===== src/rtl/master_control.sv =====
// Initiator side of the request/ack/valid board-to-board handshake with a programmable ack-to-valid delay.
// Latency: request 1 clk after send; valid DELAY_CYCLES clks after the synchronized ack is seen; ack path adds 2 sync flops.
// Backpressure: send is ignored while busy; the transfer stalls in REQ/SEND until the responder moves ack (REQ may abort when MASTER_ACK_TIMEOUT_EN is defined).
module master_control #(
    parameter int DATA_W         = 3,
    parameter int DELAY_CYCLES   = 100000000,
    parameter int CNT_W          = 27,
    parameter int TIMEOUT_CYCLES = 100000000
) (
    input  logic              clk,
    input  logic              rst_n,
    input  logic              send,
    input  logic [DATA_W-1:0] data_sw,
    input  logic              ack,
    output logic              request,
    output logic              valid,
    output logic [DATA_W-1:0] data_out,
    output logic              notice,
    output logic              busy,
    output logic              timeout
);

    localparam logic [1:0] ST_IDLE  = 2'd0;
    localparam logic [1:0] ST_REQ   = 2'd1;
    localparam logic [1:0] ST_DELAY = 2'd2;
    localparam logic [1:0] ST_SEND  = 2'd3;

    localparam logic [CNT_W-1:0] DELAY_LAST   = CNT_W'(DELAY_CYCLES - 1);
    localparam logic [CNT_W-1:0] TIMEOUT_LAST = CNT_W'(TIMEOUT_CYCLES - 1);

`ifdef MASTER_ACK_TIMEOUT_EN
    localparam bit TIMEOUT_EN = 1'b1;
`else
    localparam bit TIMEOUT_EN = 1'b0;
`endif

    logic [1:0]        state_q, state_d;
    logic [CNT_W-1:0]  cnt_q, cnt_d;
    logic [DATA_W-1:0] hold_q, hold_d;
    logic [DATA_W-1:0] data_out_q, data_out_d;
    logic              request_q, request_d;
    logic              valid_q, valid_d;
    logic              notice_q, notice_d;
    logic              timeout_q, timeout_d;
    logic              ack_meta_q, ack_meta_d;
    logic              ack_s_q, ack_s_d;

    // Next-state and registered-output logic; every output changes on the same edge as its state change.
    always_comb begin
        state_d    = state_q;
        cnt_d      = cnt_q;
        hold_d     = hold_q;
        data_out_d = data_out_q;
        request_d  = request_q;
        valid_d    = valid_q;
        notice_d   = notice_q;
        timeout_d  = 1'b0;
        ack_meta_d = ack;
        ack_s_d    = ack_meta_q;
        case (state_q)
            ST_IDLE: begin
                request_d = 1'b0;
                valid_d   = 1'b0;
                notice_d  = 1'b0;
                if (send) begin
                    hold_d    = data_sw;
                    request_d = 1'b1;
                    notice_d  = 1'b1;
                    cnt_d     = '0;
                    state_d   = ST_REQ;
                end
            end
            ST_REQ: begin
                // A synchronized ack always wins over a coincident terminal count.
                if (ack_s_q) begin
                    request_d = 1'b0;
                    cnt_d     = '0;
                    state_d   = ST_DELAY;
                end else if (TIMEOUT_EN) begin
                    if (cnt_q == TIMEOUT_LAST) begin
                        request_d = 1'b0;
                        notice_d  = 1'b0;
                        timeout_d = 1'b1;
                        state_d   = ST_IDLE;
                    end else begin
                        cnt_d = cnt_q + CNT_W'(1);
                    end
                end
            end
            ST_DELAY: begin
                // ack_s dropping here is ignored: the responder keeps ack up until it sees valid.
                if (cnt_q == DELAY_LAST) begin
                    data_out_d = hold_q;
                    valid_d    = 1'b1;
                    notice_d   = 1'b0;
                    state_d    = ST_SEND;
                end else begin
                    cnt_d = cnt_q + CNT_W'(1);
                end
            end
            ST_SEND: begin
                if (!ack_s_q) begin
                    valid_d = 1'b0;
                    state_d = ST_IDLE;
                end
            end
            default: begin
                state_d   = ST_IDLE;
                request_d = 1'b0;
                valid_d   = 1'b0;
                notice_d  = 1'b0;
            end
        endcase
    end

    // State, counter, data and output registers plus the two-flop ack synchronizer.
    always_ff @(posedge clk or negedge rst_n) begin
        if (!rst_n) begin
            state_q    <= ST_IDLE;
            cnt_q      <= '0;
            hold_q     <= '0;
            data_out_q <= '0;
            request_q  <= 1'b0;
            valid_q    <= 1'b0;
            notice_q   <= 1'b0;
            timeout_q  <= 1'b0;
            ack_meta_q <= 1'b0;
            ack_s_q    <= 1'b0;
        end else begin
            state_q    <= state_d;
            cnt_q      <= cnt_d;
            hold_q     <= hold_d;
            data_out_q <= data_out_d;
            request_q  <= request_d;
            valid_q    <= valid_d;
            notice_q   <= notice_d;
            timeout_q  <= timeout_d;
            ack_meta_q <= ack_meta_d;
            ack_s_q    <= ack_s_d;
        end
    end

    assign request  = request_q;
    assign valid    = valid_q;
    assign data_out = data_out_q;
    assign notice   = notice_q;
    assign timeout  = timeout_q;
    assign busy     = (state_q != ST_IDLE);

endmodule


===== config.mk =====
export PLATFORM = sky130hd
export DESIGN_NAME = master_control
export DESIGN_NICKNAME = d
export VERILOG_FILES = /design/src/rtl/master_control.sv
export SDC_FILE = /design/constraint.sdc
export NUM_CORES = 1
export LEC_CHECK = 0
export BUFFER_PORTS_ARGS = -buffer_cell sky130_fd_sc_hd__buf_4
export CORE_ASPECT_RATIO = 0.6
export CORE_MARGIN = 4
export CORE_UTILIZATION = 48
export DETAILED_ROUTE_END_ITERATION = 6
export GPL_ROUTABILITY_DRIVEN = 0
export PLACE_DENSITY = 0.66
export RECOVER_POWER = 100
export SETUP_SLACK_MARGIN = 0.15
export SLEW_MARGIN = 20
export SYNTH_ARGS = -nofsm -noshare
export SYNTH_HDL_FRONTEND = slang
export SYNTH_SLANG_ARGS = --single-unit
export TNS_END_PERCENT = 1

===== constraint.sdc =====
create_clock -name clk -period 6 [get_ports clk]
set_input_delay 0.9 -clock clk [delete_from_list [all_inputs] [get_ports clk]]
set_output_delay 0.9 -clock clk [all_outputs]
set_load 0.01 [all_outputs]

# After elaboration in Yosys (flattened, before gate mapping)
# Cells that the tools add are included.
[classes]
addsub = 1
mux = 17
n_reduce_logical = 13
eq_ne = 9
[ops]
columns = ["op", "count"]
rows = [
  ["27-bit two-way mux", 3],
  ["27-bit one-hot mux with 3 select lines", 1],
  ["27-bit by 1-bit adder with 27-bit output, second input constant", 1],
  ["27-bit == test, second input constant", 1],
  ["2-bit inequality test, second input constant", 5],
  ["2-bit two-way mux", 4],
  ["2-bit one-hot mux with 4 select lines", 1],
  ["2-bit AND reduction", 4],
  ["4-bit AND reduction", 2],
  ["2-bit nonzero test", 3],
  ["3-bit nonzero test", 2],
  ["1-bit two-way mux", 5],
  ["2-bit == test, second input constant", 2],
  ["1-bit one-hot mux with 2 select lines", 2],
  ["1-bit one-hot mux with 3 select lines", 1],
  ["3-bit AND reduction", 1],
  ["2-bit by 1-bit == test with 1-bit output, second input constant", 1],
  ["2-bit logical NOT", 1],
]
[totals]
in_bits = 7
wordCells = 49
ff_bits = 40
out_inout_bits = 8

# Longest topological paths before layout
[logic_depth]
depth_word = 3
depth_mapped = 9
mapped_depth_nobuf = 7

# Worst setup path after synthesis
# OpenSTA, ideal clock, no wires.
[synth_timing]
path_kind = "input to register"
start = "in send"
end = "reg cnt_q[6]"
path_stages = 5
t_arrival_ns = 2.211
path_slack_ns = 3.720
setup_ns = 0.069
required_ns = 5.931
path_buffers = 0
cell_sequence = "nand2b_1 o311ai_1 a21o_1 or4b_2 nand3_1"
[synth_between]
elab_chain_len = 2
[synth_rtl]
columns = ["element", "line", "source"]
rows = [
  ["from (decl)", "12", "input logic send,"],
  ["2-bit inequality test (no source line)", "-", ""],
  ["4-bit AND reduction (no source line)", "-", ""],
  ["to (signal assigned)", "131", "cnt_q <= cnt_d;"],
  ["to (decl)", "38", "logic [CNT_W-1:0] cnt_q, cnt_d;"],
]
# No other way between the ends.
# A chain may end at the register's enable or synchronous reset.

# Worst setup path in the final report
[layout_timing]
start = "reg cnt_q[0]"
end = "reg cnt_q[26]"
[layout_between]
elab_chain_len = 3
elab_cells_between_ends = 6
cone_classes = "1 x add/sub; 2 x eq/ne; 2 x mux; 1 x reduce/logical"
[layout_rtl]
columns = ["element", "line"]
rows = [
  ["27-bit by 1-bit adder with 27-bit output or 27-bit == test (tied branches)", "98, 92"],
  ["27-bit two-way mux or 2-bit inequality test (tied branches)", "-"],
  ["27-bit one-hot mux with 3 select lines or 4-bit AND reduction (tied branches)", "-"],
]
# Several ways; a longest one is shown, not always the timed one. The select of a mux whose other input is x is not followed.

==> results by group <==
Worst setup path
  – CP most frequent cell: a21o_1
  – Cells on worst reg2reg path: 7
  – Reg2reg end: cnt_q[26]
  – Reg2Reg Setup Slack: about 2.7 ns
  – CP Capture Type: flip-flop
  – Worst path slowest cell: nor4_1
  – Crit-path max FO: 24
  – Reg2Reg Launch Point: cnt_q[0]
  – Critical path class: flip-flop to flip-flop
  – Critical Path, Cell by Cell: ha_1, nand4_1, nor4_1, a21oi_1, clkbuf_1, a21o_1, a21o_1
  – CP max stage delay: 1.23 ns
  – Worst Path Required: roughly 6.2 ns
  – Critical path data arrival time: 3.46 ns
  – Critical Path Start Type: flip-flop

Yosys
  – Dominant synthesized flop cell: dfrtp_1
  – Synth Area per Inst: about 9.6 µm²
  – Flops & latches, synth: 40
  – Ys Warns: 0
  – Synth top area share: 0.4577
  – Mapped Area: between 2000 and 2500 µm²
  – Synth Net Count: roughly 240
  – Post-synth EDFFs: 0
  – Post-synth top area cell: dfrtp_1
  – Post-synth cell types: 43
  – Area contributors post-synth: dfrtp_1 (46%), mux2_2 (5.1%), a31oi_1 (4.9%)
  – Register area share after synthesis: 0.4577
  – Asr flop ratio synth: 1.000
  – Synth Instances: between 200 and 250

Die
  – Die Wd: roughly 95 µm
  – Cell Rows: 18
  – Starting Density: 0.5138
  – Die H: approximately 60 µm
  – I/O pin total: 15
  – Die area: around 5700 µm²
  – Core Box Area: around 4300 µm²

Placement
  – Dpl cell area: around 2300 µm²
  – Dpl hpwl: between 3 and 4 mm
  – # port buffers: 13

Timing
  – WHS: 0.3542 ns
  – Final setup TNS: 0 ns
  – Final slew viol count: between 40 and 50
  – Crit share post-route: 0.5456
  – Slew margin rel.: -0.4188
  – Final Critical Period: 3.274 ns
  – Worst-case clock skew: approximately 0.0056 ns
  – Fmax: 305.5 MHz
  – Worst-Margin Slew: around 2.1 ns
  – Unrepaired setup endpoints after global routing: no
  – # setup viols final: 0
  – Hold violation count in the final report: 0

Min path
  – Hold Path Cell Cnt: 0
  – Hold Path Class: flip-flop to flip-flop
  – Hold Path Origin: ack_meta_q
  – Hold worst-path end: ack_s_q

Drt
  – Initial DRC count: ~130
  – Vias per cell: 5.863
  – Number of nets with antenna violations after routing: 0
  – DRC Markers: 0
  – Routed vias: about 1,800
  – Final Routed Wirelength: slightly below 5 mm
  – DR WL/cell: ~16 µm
  – DRT Pass-1 Iters: 6

GRT
  – First-pass GRT wire length: between 8 and 9 mm
  – GRT Total Usage: 0.1885
  – Initial antenna violation count: 0
  – Number of global-route vias before repair: 1,560
  – GR Overflow Total: 0
  – Largest net degree at the start of global routing: 41

CTS
  – Max H-tree Level: 2
  – Clock sink count: 40
  – Total CTS buffers: 5
  – Clock Latency Late Sink: between 0.2 and 0.3 ns
  – Clk slew on worst S/H paths: 0.07 ns
  – Hold-fix buffers, CTS: 0
  – CTS resizes: 0
  – CTS tree: done
  – Clock Path Buffers: 2
  – Post-CTS setup buffer count: 0
  – Clock root buffer: clkbuf_8

Status
  – Failing checks: capacitance limit, slew limit
  – Status: finished, violations left

Power
  – Pwr dens: around 380 nW/µm²
  – Leakage: roughly 1.0 nW
  – VDD IR-drop max: between 0.0002 and 0.00025 V
  – Final Total Pwr: just over 0.9 mW

Finish
  – # diodes: 0
  – Synthesis-to-layout area growth: 10.24%
  – Final instance area: 2411 µm²
  – Fin util: 0.5664
  – Layout cells sized above 1: 0.1167
  – Nets@finish: ~250

Run
  – Max-cap violations: 2
## worst max path at each step
stage | startpoint | to | cells past startpoint
3_5_place_dp | send | cnt_q[6] | 6
4_1_cts | state_q[0] | cnt_q[6] | 6
6_report | cnt_q[0] | cnt_q[26] | 7
3_3_place_gp | send | cnt_q[6] | 6
2_1_floorplan | send | cnt_q[6] | 5
5_1_grt | cnt_q[0] | cnt_q[17] | 7
## layout by cell type, fill, tap and decap left out, types with 5 or more instances in the layout
master	count
dfrtp_1	40
a21oi_1	13
nand2_1	23
mux2_2	10
nand4_1	5
nor2_1	9
or3_1	5
a31oi_1	17
o21ai_0	10
inv_1	8
a21o_1	8
clkbuf_1	10
clkbuf_8	7
nand3_1	16
ha_1	5
## critical path: cells and delay by family, from the launching register on
kind / cells / cell delay [ns]
simple gates: 2 / 1.46
compound gates: 3 / 0.61
buf+inv: 1 / 0.48
flops: 1 / 0.38
fa+ha+maj: 1 / 0.22
## state kept, by name (all words and copies together) (netlist names)
name and flops:
request 1, data_out 3, cnt_q 27, notice 1, hold_q 3, state_q 2, valid 1, ack_meta_q 1
ack_s_q 1
## per-layer routing
layer,part of all wire,wire [µm],track usage,up-vias
met3,0.059,288,0.04528,5
met1,0.56,2730,0.3096,831
met4,0.0084,41,0.06160,0
met5,0,0,0,-
met2,0.37,1792,0.2299,44
li1,-,-,-,879
## per-stage QoR
stage / instances / worst slack, ns
finish: 300 / 2.726
global route: 300 / 2.413
CTS: 300 / 3.292
detailed placement: 292 / 3.294
global placement: 292 / 3.376
floorplan: 227 / 3.720
## logic make-up after synthesis
family | synth area share
multiplexers | 0.05664
flip-flops | 0.4577
adder cells (fa/ha/maj) | 0.02860
AND/OR/NAND/NOR | 0.2117
other | 0.001715
buffers and inverters | 0.03547
AO/OA/AOI/OAI | 0.2082
## final cells by class
type,count,area (µm²)
timing repair buffer,15,75.07
sequential,40,1001
tap,60,75.07
clock buffer,7,96.34
fill,403,1846
multi-input combinational,169,1104
clock inverter,1,30.03
inverter,8,30.03
## synthesized netlist by cell type, drive strengths merged (5+ instances only)
cell type	n
nand2	24
o21ai	10
or3	5
a31oi	17
dfrtp	40
nor4	5
a21oi	13
ha	5
nand4	5
nand3	16
buf	6
mux2	11
inv	8
a21o	8
nor2	9
## report_power, final
part	switching, mW	internal, mW	total, mW
Sequential	0.0256	0.305	0.331
Combinational	0.233	0.117	0.350
Clock	0.0927	0.147	0.239
Total	0.351	0.569	0.920
Power figures use the tool's default switching activity.
